===== src/rtl/program_loader_ctrl_if.sv =====
// program_loader_ctrl_if
// Groups the loader's byte-stream handshake and its instruction-memory byte
// write port into one bundle.
// Signals:
//   rx_valid, rx_data   byte offered by the host/UART receiver
//   rx_ready            loader accepts the byte on this edge
//   pmem_write_*        byte write port into program_memory
// Modports:
//   master  the loader side: consumes the stream and drives the memory port
//   slave   the host/memory side: drives the stream and observes the writes
interface program_loader_ctrl_if #(
  parameter int XLEN_WIDTH = 32
);
  logic                  rx_valid;
  logic [7:0]            rx_data;
  logic                  rx_ready;
  logic [XLEN_WIDTH-1:0] pmem_write_address;
  logic                  pmem_write_enable;
  logic [7:0]            pmem_write_data;

  modport master (
    input  rx_valid, rx_data,
    output rx_ready, pmem_write_address, pmem_write_enable, pmem_write_data
  );

  modport slave (
    output rx_valid, rx_data,
    input  rx_ready, pmem_write_address, pmem_write_enable, pmem_write_data
  );
endinterface


===== src/rtl/program_loader_ctrl.sv =====
// program_loader_ctrl
// Boot-time sequencer for the byte-writable instruction memory. Takes a
// length-prefixed image (4-byte little-endian LEN, then LEN data bytes) off a
// valid/ready byte stream, writes the data sequentially from address 0 and
// keeps the core stalled until the image has landed.
// Optional feature: define PROGRAM_LOADER_CHECKSUM_EN to require a trailing
// two's-complement checksum byte after the data; without it the load
// completes straight after the last data byte.
// Ports:
//   clk, reset     system clock, synchronous active-high reset
//   start          one-cycle restart pulse, honoured only in DONE/ERROR
//   bus            stream handshake + memory byte write port (master modport)
//   cpu_hold       core stall, high in every state except DONE
//   load_done      image loaded (and verified when checksum is enabled)
//   load_error     image rejected; sticky until start or reset
//   bytes_written  data bytes accepted in the current load
//
// state | meaning
// HDR   | collecting the 4 LEN bytes
// DATA  | writing LEN data bytes to memory
// CHK   | waiting for the checksum byte (checksum build only)
// FLUSH | one idle cycle so the last write strobe completes
// DONE  | image in place, core released
// ERROR | image rejected, core held
module program_loader_ctrl #(
  parameter int MEM_BYTES  = 1024,
  parameter int XLEN_WIDTH = 32
) (
  input  logic                  clk,
  input  logic                  reset,
  input  logic                  start,
  program_loader_ctrl_if.master bus,
  output logic                  cpu_hold,
  output logic                  load_done,
  output logic                  load_error,
  output logic [31:0]           bytes_written
);
  localparam int PTR_W = $clog2(MEM_BYTES) + 1;

  typedef enum logic [2:0] {
    S_HDR,
    S_DATA,
`ifdef PROGRAM_LOADER_CHECKSUM_EN
    S_CHK,
`endif
    S_FLUSH,
    S_DONE,
    S_ERROR
  } state_e;

  state_e           state_q, state_d;
  logic [1:0]       hdr_cnt_q, hdr_cnt_d;
  logic [31:0]      len_q, len_d;
  logic [PTR_W-1:0] ptr_q, ptr_d;
  logic [PTR_W-1:0] addr_q, addr_d;
  logic [7:0]       wdata_q, wdata_d;
  logic             we_q, we_d;
  logic [31:0]      bw_q, bw_d;
  logic             rx_ready_q, rx_ready_d;
  logic             hold_q, hold_d;
  logic             done_q, done_d;
  logic             err_q, err_d;
`ifdef PROGRAM_LOADER_CHECKSUM_EN
  logic [7:0]       sum_q, sum_d;
`endif

  logic        accept;
  logic [31:0] len_full;
  logic        last_byte;

  // rx_ready is a register, so the handshake has no rx_valid->rx_ready path.
  assign accept    = bus.rx_valid && rx_ready_q;
  // LEN as it will be once the current (4th) header byte lands in [31:24].
  assign len_full  = {bus.rx_data, len_q[23:0]};
  assign last_byte = (32'(ptr_q) + 32'd1) == len_q;

  always_comb begin
    state_d   = state_q;
    hdr_cnt_d = hdr_cnt_q;
    len_d     = len_q;
    ptr_d     = ptr_q;
    addr_d    = addr_q;
    wdata_d   = wdata_q;
    we_d      = 1'b0;
    bw_d      = bw_q;
`ifdef PROGRAM_LOADER_CHECKSUM_EN
    sum_d     = sum_q;
`endif

    case (state_q)
      S_HDR: begin
        if (accept) begin
          len_d[{hdr_cnt_q, 3'b000} +: 8] = bus.rx_data;
          hdr_cnt_d = hdr_cnt_q + 2'd1;
          if (hdr_cnt_q == 2'd3) begin
            if (len_full == 32'd0 || len_full > 32'(MEM_BYTES)) begin
              state_d = S_ERROR;
            end else begin
              state_d = S_DATA;
              ptr_d   = '0;
`ifdef PROGRAM_LOADER_CHECKSUM_EN
              sum_d   = 8'd0;
`endif
            end
          end
        end
      end

      S_DATA: begin
        if (accept) begin
          we_d    = 1'b1;
          addr_d  = ptr_q;
          wdata_d = bus.rx_data;
          ptr_d   = ptr_q + PTR_W'(1);
          bw_d    = bw_q + 32'd1;
`ifdef PROGRAM_LOADER_CHECKSUM_EN
          sum_d   = sum_q + bus.rx_data;
          if (last_byte) state_d = S_CHK;
`else
          if (last_byte) state_d = S_FLUSH;
`endif
        end
      end

`ifdef PROGRAM_LOADER_CHECKSUM_EN
      S_CHK: begin
        // The check byte is consumed but never written to memory.
        if (accept) begin
          if (8'(sum_q + bus.rx_data) == 8'd0) state_d = S_FLUSH;
          else                                 state_d = S_ERROR;
        end
      end
`endif

      S_FLUSH: state_d = S_DONE;

      S_DONE, S_ERROR: begin
        if (start) begin
          state_d   = S_HDR;
          hdr_cnt_d = 2'd0;
          len_d     = 32'd0;
          bw_d      = 32'd0;
        end
      end

      default: state_d = S_HDR;
    endcase

    // Status outputs are registered from the next state.
    rx_ready_d = (state_d == S_HDR) || (state_d == S_DATA)
`ifdef PROGRAM_LOADER_CHECKSUM_EN
                 || (state_d == S_CHK)
`endif
                 ;
    hold_d = (state_d != S_DONE);
    done_d = (state_d == S_DONE);
    err_d  = (state_d == S_ERROR);
  end

  always_ff @(posedge clk) begin
    if (reset) begin
      state_q    <= S_HDR;
      hdr_cnt_q  <= 2'd0;
      len_q      <= 32'd0;
      ptr_q      <= '0;
      addr_q     <= '0;
      wdata_q    <= 8'd0;
      we_q       <= 1'b0;
      bw_q       <= 32'd0;
      rx_ready_q <= 1'b1;
      hold_q     <= 1'b1;
      done_q     <= 1'b0;
      err_q      <= 1'b0;
`ifdef PROGRAM_LOADER_CHECKSUM_EN
      sum_q      <= 8'd0;
`endif
    end else begin
      state_q    <= state_d;
      hdr_cnt_q  <= hdr_cnt_d;
      len_q      <= len_d;
      ptr_q      <= ptr_d;
      addr_q     <= addr_d;
      wdata_q    <= wdata_d;
      we_q       <= we_d;
      bw_q       <= bw_d;
      rx_ready_q <= rx_ready_d;
      hold_q     <= hold_d;
      done_q     <= done_d;
      err_q      <= err_d;
`ifdef PROGRAM_LOADER_CHECKSUM_EN
      sum_q      <= sum_d;
`endif
    end
  end

  assign bus.rx_ready           = rx_ready_q;
  assign bus.pmem_write_enable  = we_q;
  assign bus.pmem_write_address = XLEN_WIDTH'(addr_q);
  assign bus.pmem_write_data    = wdata_q;
  assign cpu_hold               = hold_q;
  assign load_done              = done_q;
  assign load_error             = err_q;
  assign bytes_written          = bw_q;
endmodule


===== src/flat_wrapper.sv =====
// flat-port wrapper written by rule: the top's interface ports become plain ports
module program_loader_ctrl_flat 
#(
  parameter int MEM_BYTES  = 1024,
  parameter int XLEN_WIDTH = 32
)
  (clk, reset, start, cpu_hold, load_done, load_error, bytes_written, bus_rx_valid, bus_rx_data, bus_rx_ready, bus_pmem_write_address, bus_pmem_write_enable, bus_pmem_write_data);
  program_loader_ctrl_if #(.XLEN_WIDTH(XLEN_WIDTH)) bus_i ();
  input  logic clk;
  input  logic reset;
  input  logic start;
  output logic cpu_hold;
  output logic load_done;
  output logic load_error;
  output logic [31:0] bytes_written;
  input wire logic [$bits(bus_i.rx_valid)-1:0] bus_rx_valid;
  input wire logic [$bits(bus_i.rx_data)-1:0] bus_rx_data;
  output wire logic [$bits(bus_i.rx_ready)-1:0] bus_rx_ready;
  output wire logic [$bits(bus_i.pmem_write_address)-1:0] bus_pmem_write_address;
  output wire logic [$bits(bus_i.pmem_write_enable)-1:0] bus_pmem_write_enable;
  output wire logic [$bits(bus_i.pmem_write_data)-1:0] bus_pmem_write_data;
  assign bus_i.rx_valid = bus_rx_valid;
  assign bus_i.rx_data = bus_rx_data;
  assign bus_rx_ready = bus_i.rx_ready;
  assign bus_pmem_write_address = bus_i.pmem_write_address;
  assign bus_pmem_write_enable = bus_i.pmem_write_enable;
  assign bus_pmem_write_data = bus_i.pmem_write_data;
  program_loader_ctrl #(.MEM_BYTES(MEM_BYTES), .XLEN_WIDTH(XLEN_WIDTH)) u_core (.clk(clk), .reset(reset), .start(start), .bus(bus_i), .cpu_hold(cpu_hold), .load_done(load_done), .load_error(load_error), .bytes_written(bytes_written));
endmodule

===== config.mk =====
export PLATFORM = sky130hd
export DESIGN_NAME = program_loader_ctrl_flat
export DESIGN_NICKNAME = d
export VERILOG_FILES = /design/src/rtl/program_loader_ctrl_if.sv /design/src/rtl/program_loader_ctrl.sv /design/src/flat_wrapper.sv
export SDC_FILE = /design/constraint.sdc
export NUM_CORES = 1
export LEC_CHECK = 0
export BUFFER_PORTS_ARGS = -buffer_cell sky130_fd_sc_hd__buf_4
export CORE_MARGIN = 1.5
export CORE_UTILIZATION = 52
export CTS_BUF_LIST = sky130_fd_sc_hd__clkbuf_8
export CTS_CLUSTER_DIAMETER = 60
export DETAILED_ROUTE_END_ITERATION = 8
export HOLD_SLACK_MARGIN = 0.15
export PLACE_DENSITY_LB_ADDON = 0.1
export SLEW_MARGIN = 20
export SYNTH_ARGS = -nofsm -noshare
export SYNTH_HDL_FRONTEND = slang
export SYNTH_SLANG_ARGS = --single-unit

===== constraint.sdc =====
create_clock -name clk -period 2.2 [get_ports clk]
set_clock_uncertainty 0.2 [all_clocks]
set_input_delay 0.44 -clock clk [delete_from_list [all_inputs] [get_ports clk]]
set_output_delay 0.44 -clock clk [all_outputs]
set_load 0.005 [all_outputs]

## After elaboration in Yosys (flattened, before gate mapping)

Cells that the tools add are included.

- Output and inout port bits: 77
- Flip-flop bits (word level): 104
- Input bits: 12
- Word-level logic and storage cells: 73

- Bitwise gates (word level): 1
- $add $sub $neg: 5
- Eq/ne operators: 15
- $lt $le $gt $ge: 1
- Reduce and logical (&&, ||, !) cells: 15
- Shift-type cells: 2
- Mux-type cells: 22

Operators by type and width:

| cell | number |
|---|---|
| $pmux W32 S2 | 2 |
| $mux W32 | 3 |
| $mux W11 | 4 |
| $add A32 B1 Y32 const B | 1 |
| $bwmux W32 | 1 |
| $eq A32 B32 Y1 | 1 |
| $gt A32 B11 Y1 const B | 1 |
| $logic_not A32 Y1 | 1 |
| $shift A8 B7 Y32 const A | 1 |
| $shiftx A8 B7 Y32 | 1 |
| $pmux W11 S2 | 1 |
| $mux W3 | 6 |
| $add A11 B1 Y12 const B | 1 |
| $pmux W3 S4 | 1 |
| $add A11 B1 Y11 const B | 1 |
| $eq A3 B2 Y1 const B | 3 |
| $neg A5 Y7 | 1 |
| $eq A3 B1 Y1 const B | 2 |
| $eq A3 B3 Y1 const B | 2 |
| $logic_not A3 Y1 | 2 |
| $ne A2 B1 Y1 const B | 3 |
| $reduce_and A3 Y1 | 2 |
| $reduce_bool A2 Y1 | 3 |
| $reduce_and A5 Y1 | 1 |
| 12 further kinds | 16 |

## Logic depth before layout (Yosys ltp)

- Word-level depth: 8
- Depth in mapped cells: 8
- Depth with buffers taken out: 7

## Worst setup path after synthesis

No wires, ideal clock.

- Kind: register -> register
- From: reg u_core.len_q[6]
- To: reg u_core.ptr_q[8]
- Library setup time: 117 ps
- Period minus slack after synthesis: 2,304 ps
- Buffers on the path: 0
- Cell stages (with the launch flop): 7
- Arrival: 1,986 ps
- Required time: 1,883 ps
- Setup slack: -104 ps
- Cells stage by stage: dfxtp_1 or4_1 o31a_1 o41ai_2 and2_1 nand2_1 a32o_1

- Cells in the longest elaborated chain, start to end: 4
- Elaborated cells on any way between the ends: 5
- Classes of those cells: 1 x order compare; 1 x eq/ne; 3 x reduce/logical

Ends and longest elaborated chain:

| item | line | text |
|---|---|---|
| start: declaration | program_loader_ctrl.sv:53 | `logic [31:0] len_q, len_d;` |
| start signal: assignment | program_loader_ctrl.sv:180 | `len_q <= len_d;` |
| $gt A32 B11 Y1 / $logic_not A32 Y1 (equally long branches) | program_loader_ctrl.sv:96 | `if (len_full == 32'd0 \|\| len_full > 32'(MEM_BYTES)) begin` |
| $logic_or A1 B1 Y1 (*) | program_loader_ctrl.sv:96 |  |
| $ne A2 B2 Y1 (no source line) (*) | - |  |
| $reduce_and A5 Y1 (no source line) (*) | - |  |
| end signal: assignment | program_loader_ctrl.sv:181 | `ptr_q <= ptr_d;` |
| end: declaration | program_loader_ctrl.sv:54 | `logic [PTR_W-1:0] ptr_q, ptr_d;` |

Every way passes the cells marked *; elsewhere a longest branch is shown, timed or not.
A chain may end at the register's enable or synchronous reset.

## Final worst setup path

- From: reg u_core.len_q[0]
- To: reg u_core.ptr_q[8]

Same word-level chain as after synthesis.

==> summary.txt <==
Drt
  • # DRC: 9
  • Number of iterations in the first detailed-routing pass: 8
  • Routed vias/inst: 5.50
  • Residual antenna-violating net count after detailed routing: 0
  • Total Routed Length: between 10000 and 15000 um
  • DR WL/cell: between 10 and 15 um
  • Violation count after the first detailed-route iteration: roughly 250
  • Routed vias: 4347

Worst setup path
  • Required time of the worst setup path: around 2300 ps
  • Critical Path Fanout Max: 6
  • Arrival time of the worst setup path: between 2000 and 2500 ps
  • Register-to-register setup slack: -90 ps
  • Crit start category: register
  • Destination of the worst register-to-register timing path: u_core.ptr_q[8]
  • Reg-to-reg startpoint: u_core.len_q[0]
  • Crit path kind: reg -> reg
  • Worst r2r path cells: 6
  • Sort of element at the end of the critical path: register

Floorplanning
  • Floorplan Core Area: 0.00881 sq mm
  • Width of the die: 99.0 um
  • Number of cell rows: 34
  • Area enclosed by the die boundary: approximately 0.01 sq mm
  • Initial core utilization: 0.544
  • I/O pin count: a little under 90
  • Die span in y: 99.0 um

STA
  • Unrepaired setup endpoints after global routing: yes
  • Transition time at the pin with the least slew margin: about 560 ps
  • Share of the cycle needed by the critical path after routing: 1.04
  • Final-report hold violation count: 0
  • Setup violations, final: 11
  • Total negative setup slack: -422 ps
  • Max_slew headroom: 0.627
  • Max Clk Rate: 0.436 GHz
  • Time the worst path needs with I/O delays and setup: between 2000 and 2500 ps
  • Pins over their slew limit: 0
  • Setup ws final: -94.2 ps

Global route
  • First-pass GRT wire length: 19200 um
  • Largest net degree at the start of global routing: 43
  • Vias in the first global route: 4019
  • Total Routing Usage GR: 0.245
  • Final global-route overflow total: 0
  • Number of antenna violations at the first check in global routing: 0

Placed design
  • Port buffer count: 67
  • Final HPWL from detailed placement: roughly 8400 um
  • Final GP Congestion: 0.833

Clock network
  • Depth of the CTS H-tree: 3
  • Clock slew at reported path FFs: 100 ps
  • CTS sink cnt: around 100
  • Root buffer cell: sky130_fd_sc_hd__clkbuf_8
  • # hold bufs at CTS: 0
  • Clock Path Buffers: 2
  • Insertion delay of the later-clocked pin in the worst-skew pair: 370 ps
  • TritonCTS clock tree: done
  • Number of CTS-inserted buffers: 9

Layout
  • Layout Utilization: 0.679
  • Layout net count: 695
  • Share of final-layout standard cells stronger than drive strength 1: 0.264
  • Area added between synthesis and finish: 24.8%
  • Area of the multi-input gates: 0.00258 sq mm
  • Combined flip-flop and latch cell area: between 0.002 and 0.0025 sq mm
  • Diode insertion count for antenna repair: 0
  • Layout filler cell count: just over 700

Pwr
  • Largest voltage drop on the vdd net: 0.443 mV
  • Static Leakage: 2.42 nW
  • Cell area power density: ~570 mW/mm^2

Synthesis
  • Sequential-to-total area share from yosys stat: 0.435
  • Number of standard cells after synthesis: 574
  • Area of the mapped netlist: 0.00479 sq mm
  • Syn_area_per_cell: roughly 8.3 sq um
  • EDFF count, synth: 0
  • Async set-or-reset flop fraction in the synthesized netlist: 0
  • Number of different library cells in the post-synthesis netlist: 54
  • Count of state elements after synthesis: 104
  • Main synth FF type: sky130_fd_sc_hd__dfxtp_1
  • Count of warnings emitted by yosys: 0

Status
  • Violated checks: design-rule violations, negative setup slack
  • Status: complete, but fails checks

Worst hold path
  • Min-delay src: start
  • Class of the tightest hold or removal check: in -> reg
  • WHS Path Cells: 3
  • End point of the worst hold path: u_core.cpu_hold

Flow run
  • Number of max-capacitance violations reported: 0
==> power breakdown <==
part	internal, W	total, W	switching, W
sequential	0.00189	0.00190	0.00000831
clock	0.000574	0.00124	0.000668
combinational	0.000109	0.000256	0.000147
==> synthesized netlist by cell type, drive strengths merged (2+ instances only) <==
master / count / area share
and3: 8 / 0.010
nand2: 68 / 0.053
dfxtp: 104 / 0.43
or3: 4 / 0.0052
xnor2: 15 / 0.027
a311oi: 7 / 0.013
and2: 6 / 0.0078
a21o: 2 / 0.0031
and4: 8 / 0.015
clkbuf: 30 / 0.024
a22oi: 32 / 0.050
o21ai: 6 / 0.0063
ha: 6 / 0.016
a21oi: 37 / 0.039
nor2: 87 / 0.068
nor2b: 3 / 0.0039
buf: 23 / 0.036
nor3b: 5 / 0.0089
or2: 3 / 0.0039
xor2: 26 / 0.048
o21a: 3 / 0.0047
a31oi: 3 / 0.0039
nor3: 8 / 0.0084
nand4: 12 / 0.016
or4: 3 / 0.0047
nand3: 18 / 0.019
nor4: 11 / 0.014
nand2b: 5 / 0.0065
a211oi: 5 / 0.011
inv: 8 / 0.0063
a21boi: 2 / 0.0031
==> worst max-delay path, stage by stage, from the launching register on <==
cell                      delay (ps)
sky130_fd_sc_hd__dfxtp_2         330
sky130_fd_sc_hd__or4_4           530
sky130_fd_sc_hd__o31a_1          350
sky130_fd_sc_hd__o41ai_2         260
sky130_fd_sc_hd__and2_4          240
sky130_fd_sc_hd__nand2_2          50
sky130_fd_sc_hd__a32o_1          240
==> cell families after synthesis <==
logic type,Yosys count,synth area share
AO/OA/AOI/OAI,107,0.153
flip-flops,104,0.435
XOR/XNOR,41,0.0750
other,1,0.000783
adder cells (fa/ha/maj),6,0.0157
buffers and inverters,61,0.0661
multiplexers,1,0.00209
AND/OR/NAND/NOR,253,0.252
==> layout by cell type (no fill, tap or decap), drive strengths merged, types with 3 or more instances in the layout <==
cell and n:
buf 125, dfxtp 104, nor2 87, nand2 68, a21oi 37, a22oi 32
xor2 26, conb 21, nand3 18, xnor2 15, nand4 12, inv 11
nor4 11, clkbuf 10, nor3 8, and3 8, and4 8, a311oi 7
ha 6, and2 6, o21ai 6, nand2b 5, a211oi 5, nor3b 5
or3 4, a31oi 3, nor2b 3, o21a 3, or2 3, or4 3
==> worst max-delay path by stage <==
stage / start / end / slack, ps / cells past startpoint
6_report: u_core.len_q[0] / u_core.ptr_q[8] / -90 / 6
2_1_floorplan: u_core.len_q[0] / u_core.bus.rx_ready / -0.7 / 6
4_1_cts: u_core.len_q[0] / u_core.ptr_q[8] / -60 / 6
5_1_grt: u_core.len_q[0] / u_core.ptr_q[8] / -170 / 6
3_3_place_gp: bus_rx_data[0] / u_core.ptr_q[8] / -120 / 7
3_5_place_dp: bus_rx_data[0] / u_core.ptr_q[8] / -200 / 7
==> through the flow <==
stage / power, W / instance area (sq um) / setup WS [ps] / instances / hold WS (ps)
CTS: 0.00342 / 5880 / -61.9 / 789 / 179
global route: 0.00353 / 5980 / -173 / 790 / 219
floorplan: 0.00210 / 4860 / -0.654 / 594 / 253
finish: 0.00340 / 5980 / -94.2 / 790 / 220
global placement: 0.00217 / 5640 / -124 / 772 / 243
detailed placement: 0.00217 / 5640 / -197 / 772 / 249
==> state kept, by name, summed over array words and instances (netlist names) <==
signal,cells
u_core.hdr_cnt_q,2
u_core.ptr_q,11
u_core.state_q,3
u_core.bytes_written,32
u_core.bus.pmem_write_data,8
u_core.load_error,1
u_core.bus.pmem_write_enable,1
u_core.load_done,1
u_core.addr_q,11
u_core.len_q,32
u_core.bus.rx_ready,1
u_core.cpu_hold,1
==> per-layer routing <==
metal  routed length [um]  track usage
met2                 5520        0.391
met5                    0            0
met3                  723       0.0511
met4                  128       0.0714
met1                 5370        0.335
==> timing repair <==
action,CTS,global route
pin swaps,0,1
buffers inserted,1,1
gates resized for setup,6,28
endpoints found under the setup margin,13,69
==> area by class of cell <==
cell class,count,area share
clock buffer,10,0.0230
clock inverter,6,0.0121
inverter,8,0.00502
multi-input combinational,429,0.431
sequential,104,0.349
tap,108,0.0226
timing repair buffer,125,0.157
Power figures use the tool's default switching activity.
